<file path="src/rtl/ppa_bk_pipe.sv">
// ppa_bk_pipe: three-stage pipelined Brent-Kung adder/subtractor with valid/ready backpressure.
module ppa_bk_pipe #(
  parameter int WIDTH = 16
) (
  input  logic             clk,
  input  logic             rst,
  input  logic             in_valid,
  output logic             in_ready,
  input  logic [WIDTH-1:0] a,
  input  logic [WIDTH-1:0] b,
  input  logic             cin,
  input  logic             sub,
  output logic             out_valid,
  input  logic             out_ready,
  output logic [WIDTH-1:0] sum,
  output logic             cout,
  output logic             ovf
);
  localparam int L = $clog2(WIDTH);
  if (WIDTH < 4 || WIDTH > 64 || (WIDTH & (WIDTH - 1)) != 0) begin : g_bad_width
    $error("ppa_bk_pipe: WIDTH must be a power of two in 4..64");
  end
  logic             v1, v2, r1, r2, r3, cx, c1, c2;
  logic [WIDTH-1:0] bx, p0, g0, p1, g1, ug, up, p2, gg2, pp2, dg;
  logic [WIDTH:0]   c;
  assign r3       = !out_valid | out_ready;
  assign r2       = !v2 | r3;
  assign r1       = !v1 | r2;
  assign in_ready = r1;
  // Carry-in is folded into g[0] so the prefix tree yields carries directly.
  assign bx = b ^ {WIDTH{sub}};
  assign cx = cin ^ sub;
  assign p0 = a ^ bx;
  assign g0 = (a & bx) | {{(WIDTH-1){1'b0}}, p0[0] & cx};
  always_comb begin
    ug = g1;
    up = p1;
    for (int k = 0; k < L; k++)
      for (int i = (2 << k) - 1; i < WIDTH; i += 2 << k) begin
        ug[i] = ug[i] | (up[i] & ug[i - (1 << k)]);
        up[i] = up[i] & up[i - (1 << k)];
      end
  end
  // Grey cells fill the remaining prefixes from the up-sweep's power-of-two spans.
  always_comb begin
    dg = gg2;
    for (int k = L - 2; k >= 0; k--)
      for (int i = (3 << k) - 1; i < WIDTH; i += 2 << k)
        dg[i] = dg[i] | (pp2[i] & dg[i - (1 << k)]);
  end
  assign c = {dg, c2};
  always_ff @(posedge clk or posedge rst) begin
    if (rst) begin
      v1        <= 1'b0;
      v2        <= 1'b0;
      out_valid <= 1'b0;
      p1        <= '0;
      g1        <= '0;
      c1        <= 1'b0;
      p2        <= '0;
      gg2       <= '0;
      pp2       <= '0;
      c2        <= 1'b0;
      sum       <= '0;
      cout      <= 1'b0;
      ovf       <= 1'b0;
    end else begin
      if (r1) v1 <= in_valid;
      if (r1 && in_valid) begin
        p1 <= p0;
        g1 <= g0;
        c1 <= cx;
      end
      if (r2) v2 <= v1;
      if (r2 && v1) begin
        p2  <= p1;
        gg2 <= ug;
        pp2 <= up;
        c2  <= c1;
      end
      if (r3) out_valid <= v2;
      if (r3 && v2) begin
        sum  <= p2 ^ c[WIDTH-1:0];
        cout <= c[WIDTH];
        ovf  <= c[WIDTH] ^ c[WIDTH-1];
      end
    end
  end
endmodule
</file>
<file path="config.mk">
export PLATFORM = sky130hd
export DESIGN_NAME = ppa_bk_pipe
export DESIGN_NICKNAME = d
export VERILOG_FILES = /design/src/rtl/ppa_bk_pipe.sv
export SDC_FILE = /design/constraint.sdc
export NUM_CORES = 1
export LEC_CHECK = 0
export ABC_AREA = 1
export CAP_MARGIN = 20
export CORE_MARGIN = 4
export CORE_UTILIZATION = 35
export CTS_CLUSTER_SIZE = 40
export DETAILED_ROUTE_END_ITERATION = 10
export PLACE_DENSITY = 0.61
export SYNTH_ARGS = -nofsm -noshare
export SYNTH_HDL_FRONTEND = slang
export SYNTH_SLANG_ARGS = --single-unit
</file>
<file path="constraint.sdc">
create_clock -name clk -period 3.1 [get_ports clk]
set_clock_uncertainty 0.1 [all_clocks]
set_input_delay 0.62 -clock clk [delete_from_list [all_inputs] [get_ports clk]]
set_output_delay 0.62 -clock clk [all_outputs]
set_load 0.02 [all_outputs]
</file>
======== Word level (Yosys, flattened, before mapping) ========
Cells that the tools add are included.
word-level totals
  bits of input ports ..................... 38
  output and inout port bits .............. 20
  register bits after elaboration ......... 102
  word-level logic and storage cells ...... 96
operators by class
  bitwise operators ....................... 77
  reduce and logical (&&, ||, !) cells .... 6
operators with widths
  kind                 count
  $xor A16 B16 Y16     3
  $and A1 B1 Y1        41
  $or A1 B1 Y1         29
  $and A16 B16 Y16     1
  $or A16 B1 Y16       1
  $logic_and A1 B1 Y1  3
  $logic_not A1 Y1     3
  $xor A1 B1 Y1        2

======== Longest topological paths before layout ========
Gate-level depths: netlist of the first run.
  depth after elaboration ................. 8
  gate-level depth with buffers ........... 8
  gate-level depth less buffers ........... 8

======== Worst setup path after synthesis of the first run ========
OpenSTA, ideal clock, no wires.
  kind .................................... input to register
  start point ............................. input sub
  end point ............................... register g1[0]
  library setup time ...................... 126 ps
  buffers on the path ..................... 2
  cell stages on the path ................. 8
  arrival ................................. 1,741 ps
  setup slack ............................. 1,133 ps
  cells stage by stage .................... buf_2 buf_4 xor2_1 ha_1 inv_1 nor2_1 o21ai_0 o21ai_2
between the ends
  word-level cells in the longest chain between the ends .. 4
ends and longest elaborated chain
  what                  RTL line  text
  from (decl)           12        input logic sub,
  $xor A16 B16 Y16      31        assign bx = b ^ {WIDTH{sub}};
  $xor A16 B16 Y16      33        assign p0 = a ^ bx;
  via p0[0]             24        logic [WIDTH-1:0] bx, p0, g0, p1, g1, ug, up, p2, gg2, pp2, dg;
  $and A1 B1 Y1         34        assign g0 = (a & bx) | {{(WIDTH-1){1'b0}}, p0[0] & cx};
  $or A16 B1 Y16        34
  to (signal assigned)  71        g1 <= g0;
  to (decl)             24
The timed path passes the listed nets, and every way through them passes these cells.
A chain may end at the register's enable or synchronous reset.

======== Final worst setup path of the first run ========
  start point ............................. input out_ready
  end point ............................... output in_ready
between the ends
  word-level cells in the longest chain between the ends .. 3
ends and longest elaborated chain
  what          RTL line  text
  from (decl)   14        input logic out_ready,
  $or A1 B1 Y1  26        assign r3 = !out_valid | out_ready;
  $or A1 B1 Y1  27        assign r2 = !v2 | r3;
  $or A1 B1 Y1  28        assign r1 = !v1 | r2;
  to (decl)     8         output logic in_ready,
No other way between the ends.

==> flow_metrics.py, run 1 <==
metrics = {
    "route": {
        "wirelength_um": 7940,
        "ant_nets": 0,
        "dr.pass1.iters": 4,
        "wl_per_cell_um": 12.0,
        "drt_iter0_markers": 98,
        "vias_per_cell": 4.47,
        "post-route-drc-count": 0,
        "vias": 2961,
    },
    "timing": {
        "rsz0062_at_grt": "false",
        "maxSlewViolCount": 0,
        "period_needed_ns": 2.59,
        "worst_pin_slew_ns": 0.489,
        "finalSetupViolCount": 0,
        "fin_setup_tns_ns": 0,
        "fin_ws_ns": 0.514,
        "hold_viol_final": 0,
        "fmax_ghz": 0.387,
        "slew_headroom_pct": 67.4,
        "period_share_pct": 83.4,
    },
    "synthesis": {
        "ys_warn_count": 0,
        "netlist.top_cell.by_area": "dfrtp_1",
        "avgSynthCellArea_um2": 9.23,
        "synthDistinctLibCells": 24,
        "synth_area_um2": 4230,
        "netlist.area_leader.share_pct": 53.9,
        "synth_seq_area_share_pct": 53.9,
        "syn-num-nets": 519,
        "syn_inst": 458,
        "ys_ff_latch": 91,
        "synthTopCellsByArea": "dfrtp_1 54%, nand2_1 17%, ha_1 6.8%",
    },
    "finish": {
        "drive_above_1_share_pct": 8.46,
        "fin_nets": 577,
        "n_fill_cell": 1149,
        "area_growth_pct": 23.3,
        "fin_area_um2": 5210,
        "num_antenna_cells": 0,
        "stdcell_count": 663,
    },
    "clocking": {
        "post_cts_buffers": 0,
        "clock_latency_ns": 0.33,
        "cts_tree": "done",
        "clock-sinks": 91,
        "htree_levels": 3,
        "ctsResizeCount": 0,
        "clk_pin_slew_ns": 0.06,
        "hold_buffers": 0,
        "clock-root-buffer": "clkbuf_16",
        "cts_buffers": 9,
        "clk_path_buf_depth": 2,
    },
    "power": {
        "p_seq_share_pct": 43.3,
        "clockPowerShare_pct": 25.7,
        "p_comb_share_pct": 31.1,
        "intPower_uw": 2790,
        "p_leak_uw": 0.00261,
        "p_sw_share_pct": 32.6,
        "finalPower_uw": 4140,
        "netSwitchingPower_uw": 1350,
        "power_density_nw_per_um2": 794,
        "irDropWorstVdd_uv": 243,
    },
    "critical_path": {
        "critPathMaxFanout": 3,
        "crit_cells": 4,
        "crit_path_end": "in_ready",
        "worstSetupStartpointType": "primary input",
        "r2r_start": "out_valid",
        "crit_path_cell_trace": "clkdlybuf4s50_1 > inv_1 > nand4_2 > clkdlybuf4s50_1",
        "critPathCaptureType": "output pin",
        "cp-startpoint": "out_ready",
        "rrSetupSlack_ns": 1.52,
        "arrival_ns": 1.87,
        "reg2reg_depth": 6,
        "critPathBufInv": 3,
        "critPathSlowestCell": "clkdlybuf4s50_1",
        "worstReg2RegEnd": "g1[7]",
        "critical_path_required_ns": 2.38,
        "crit_family": "buffers and inverters",
        "crit_path_frequent_cell": "clkdlybuf4s50_1",
        "slowest_delay_ns": 0.62,
        "worstSetupPathType": "primary input to output pin",
    },
    "global_route": {
        "grt-ovfl-total": 0,
        "antenna_found_initial": 0,
        "grt_pass1_vias": 2958,
        "grt_pass1_wl_um": 14100,
        "grt_usage_pct": 12.4,
        "grt_max_degree": 48,
    },
    "placed_design": {
        "io_buffers": 57,
        "postPlaceCellArea_um2": 4920,
        "globalplace.congestion": 0.787,
        "dp_hpwl_um": 5950,
        "placed_cells": 648,
        "pre_cts_ws_ns": 0.505,
    },
    "run_status": {
        "outcome": "finished clean",
    },
    "floorplanning": {
        "die_width_um": 118,
        "core_um2": 11600,
        "design.portCount": 58,
        "dieArea_um2": 13900,
        "die_y_um": 118,
        "rows": 39,
        "start_util_pct": 36.4,
    },
    "worst_hold_path": {
        "min_path_type": "flip-flop to flip-flop",
    },
    "run": {
        "cap_violations": 0,
    },
}
power groups by stage:
stage	Sequential [µW]	Clock, µW	Combinational [µW]
6_report	1790	1060	1290
5_1_grt	1840	1140	1470
4_1_cts	1800	1100	1310
3_5_place_dp	1820	0	1300
3_3_place_gp	1800	0	1290
2_1_floorplan	1900	0	730
cell type report:
| type | instances | area [µm²] | share of cell area [%] |
|---|---|---|---|
| Timing Repair Buffer | 65 | 643 | 12.3 |
| Sequential cell | 91 | 2280 | 43.7 |
| Multi-Input combinational cell | 324 | 1720 | 33.0 |
| Clock buffer | 13 | 260 | 4.99 |
| Clock inverter | 2 | 35.0 | 0.672 |
| Inverter | 25 | 95.1 | 1.82 |
| Tap cell | 143 | 179 | 3.43 |
Yosys cell counts:
cell type / number
o21ai_0: 27
buf_6: 6
nand3_1: 2
nand2_1: 195
buf_2: 8
xor2_1: 24
o21ai_2: 15
xnor2_1: 3
dfrtp_1: 91
a21oi_1: 3
inv_1: 22
a31oi_1: 4
inv_2: 3
clkbuf_1: 1
buf_4: 3
nor2_1: 17
nand3_2: 1
nand2_2: 2
a21o_1: 4
o21ai_1: 1
o31ai_1: 1
nor3b_1: 1
ha_1: 23
nand4_2: 1
worst min-delay path, cell delays in order, from the launching register on:
cell and delay, ns:
dfrtp_1 0.34, nand2_1 0.05, o21ai_0 0.05
state kept, by name (all words and copies together) (netlist names):
signal / flops
v1: 1
sum: 16
p1: 16
out_valid: 1
gg2: 16
p2: 16
v2: 1
cout: 1
c2: 1
c1: 1
ovf: 1
pp2: 4
g1: 16
cells in the final DEF, fill, tap and decap left out, types with 3 or more instances in the layout:
master           count
a21o_1               4
a21oi_1              3
a31oi_1              4
buf_4                7
clkbuf_16            9
clkdlybuf4s50_1     57
dfrtp_1             91
ha_1                23
inv_1               21
inv_2                3
nand2_1            195
nor2_1              17
o21ai_0             27
o21ai_2             15
xnor2_1              3
xor2_1              24
metal layers:
metal | wire, µm | GRT usage (%)
met2 | 3290 | 17.2
met1 | 4190 | 18.2
met3 | 269 | 1.97
met4 | 196 | 6.67
met5 | 0 | 0
cell families (layout without fill, tap and decap cells):
| group | Yosys count | count (layout) | share of synthesized area [%] |
|---|---|---|---|
| DFF | 91 | 91 | 53.9 |
| buffers and inverters | 43 | 105 | 5.39 |
| xor gates and xnor gates | 27 | 27 | 5.60 |
| and+or+nand+nor | 219 | 219 | 20.1 |
| AOI/OAI and AO/OA | 55 | 55 | 8.26 |
| adders and majority gates | 23 | 23 | 6.81 |
how the worst min path moves through the flow:
stage,from,end,cells after the start
2_1_floorplan,c1,c2,2
3_3_place_gp,sum[8],sum[8],2
3_5_place_dp,sum[5],sum[5],2
4_1_cts,pp2[11],pp2[11],2
5_1_grt,pp2[11],pp2[11],2
6_report,sum[5],sum[5],2
stage by stage:
step	hold slack (ns)	util (%)
floorplan	0.342	-
global placement	0.364	42.3
detailed placement	0.374	42.3
CTS	0.388	44.9
global route	0.409	44.9
finish	0.378	44.9
Power figures use the tool's default switching activity.
==> inputs of run 2 (changes only) <==
- PLACE_DENSITY: 0.61 -> 0.59
- clock period: 3.1 -> 2.5 ns (I/O delays scaled with it)
==> run 2 against run 1 <==
Effect of this change: die area unchanged; clock power increased by 32%; critical path depth unchanged.
==> flow_metrics.py, run 2 (synthesized netlist as in run 1, its figures left out) <==
metrics = {
    "finish": {
        "fin_nets": 578,
        "area_growth_pct": 24.2,
        "fin_area_um2": 5250,
        "drive_above_1_share_pct": 8.81,
        "final_common_cell": "nand2_1",
        "n_fill_cell": 1187,
        "num_antenna_cells": 0,
        "regArea_um2": 2280,
        "most-common-layout-cells": "195 x nand2_1, 91 x dfrtp_1, 57 x clkdlybuf4s50_1",
        "multiInputGateArea_um2": 1720,
    },
    "clocking": {
        "cts_tree": "done",
        "clock_latency_ns": 0.33,
        "ctsResizeCount": 0,
        "clock-sinks": 91,
        "clock-root-buffer": "clkbuf_16",
        "clk_pin_slew_ns": 0.06,
        "hold_buffers": 0,
        "cts_buffers": 9,
        "htree_levels": 3,
        "post_cts_buffers": 0,
        "clk_path_buf_depth": 2,
    },
    "floorplanning": {
        "die_width_um": 118,
        "design.portCount": 58,
        "start_util_pct": 36.4,
        "core_um2": 11600,
        "die_y_um": 118,
        "rows": 39,
        "dieArea_um2": 13900,
    },
    "placed_design": {
        "pre_cts_ws_ns": 0.164,
        "globalplace.congestion": 0.802,
        "postPlaceCellArea_um2": 4940,
        "io_buffers": 57,
        "dp_hpwl_um": 5610,
    },
    "global_route": {
        "grt_pass1_wl_um": 14000,
        "top_usage_layer": "met1",
        "grt-ovfl-total": 0,
        "met1_usage_pct": 18.5,
        "grt_usage_pct": 12.3,
        "grt_pass1_vias": 2938,
        "met2_usage_pct": 16.9,
        "use_met3_pct": 3.03,
        "grt_max_degree": 92,
        "antenna_found_initial": 0,
    },
    "timing": {
        "rsz0062_at_grt": "false",
        "fmax_ghz": 0.427,
        "worst_pin_slew_ns": 0.468,
        "period_needed_ns": 2.34,
        "slew_headroom_pct": 68.8,
        "maxSlewViolCount": 0,
        "period_share_pct": 93.7,
        "finalSetupViolCount": 0,
        "fin_setup_tns_ns": 0,
        "hold_viol_final": 0,
        "fin_ws_ns": 0.158,
    },
    "power": {
        "p_sw_share_pct": 32.7,
        "irDropWorstVdd_uv": 383,
        "p_leak_uw": 0.00262,
        "power_density_nw_per_um2": 994,
        "netSwitchingPower_uw": 1710,
        "p_seq_share_pct": 42.5,
        "clockPowerShare_pct": 26.9,
        "finalPower_uw": 5220,
        "intPower_uw": 3510,
        "p_comb_share_pct": 30.6,
    },
    "worst_hold_path": {
        "min_path_type": "flip-flop to flip-flop",
    },
    "route": {
        "post-route-drc-count": 0,
        "vias_per_cell": 4.44,
        "drt_iter0_markers": 143,
        "wl_per_cell_um": 11.6,
        "vias": 2952,
        "wirelength_um": 7730,
        "ant_nets": 0,
        "dr.pass1.iters": 4,
    },
    "critical_path": {
        "worstSetupPathType": "primary input to output pin",
        "critical_path_required_ns": 1.90,
        "critPathCaptureType": "output pin",
        "critPathMaxFanout": 3,
        "worstSetupStartpointType": "primary input",
        "arrival_ns": 1.74,
    },
    "run": {
        "cap_violations": 0,
    },
    "run_status": {
        "outcome": "finished clean",
    },
}
run 2: changes by cell type in the layout (fill, tap and decap cells not counted), sizes merged:
cell,change
bufinv,+1
clkinvlp,+2
buf,+1
clkbuf,-2
run 2: path summary, 6_finish.rpt:
| check | slack (ns) | from | depth (start not counted) | endpoint |
|---|---|---|---|---|
| setup reg to reg | 0.96 | gg2[7] | 7 | ovf |
| setup / recovery | 0.16 | out_ready | 4 | in_ready |
| hold / removal | 0.37 | c1 | 2 | c2 |
| max in group asynchronous | 1.39 | rst | 3 | p1[14] |
| min in group asynchronous | 0.55 | rst | 3 | out_valid |
| hold reg to reg | 0.37 | c1 | 2 | c2 |
run 2: critical path, cell delays in order:
cell	delay, ns
clkdlybuf4s50_1	0.45
inv_1	0.07
nand4_2	0.10
clkdlybuf4s50_1	0.62
run 2: stage by stage:
stage                     std cells  utilization [%]  hold WS, ns
after floorplan                 458                -        0.342
after global placement          649             42.5        0.361
after detailed placement        649             42.5        0.352
after CTS                       665             45.2        0.367
after global routing            665             45.2        0.405
final                           665             45.2        0.368
run 2: power by group through the flow:
stage | registers [µW] | logic, µW | clock network, µW
4_1_cts | 2220 | 1630 | 1430
2_1_floorplan | 2350 | 905 | 0
3_5_place_dp | 2250 | 1620 | 0
6_report | 2220 | 1600 | 1400
3_3_place_gp | 2230 | 1600 | 0
5_1_grt | 2290 | 1850 | 1500
run 2: layout make-up:
type | instances | share of cell area (%)
sequential | 91 | 43.4
multi-input combinational | 324 | 32.8
timing repair buffer | 66 | 12.6
clock buffer | 11 | 4.43
tap | 143 | 3.41
inverter | 25 | 1.86
clock inverter | 5 | 1.48
run 2: per-layer routing:
metal / vias to the layer above / wire length (µm)
met5: - / 0
met4: 0 / 111
met3: 10 / 314
met2: 63 / 3110
met1: 1323 / 4190
li1: 1556 / -
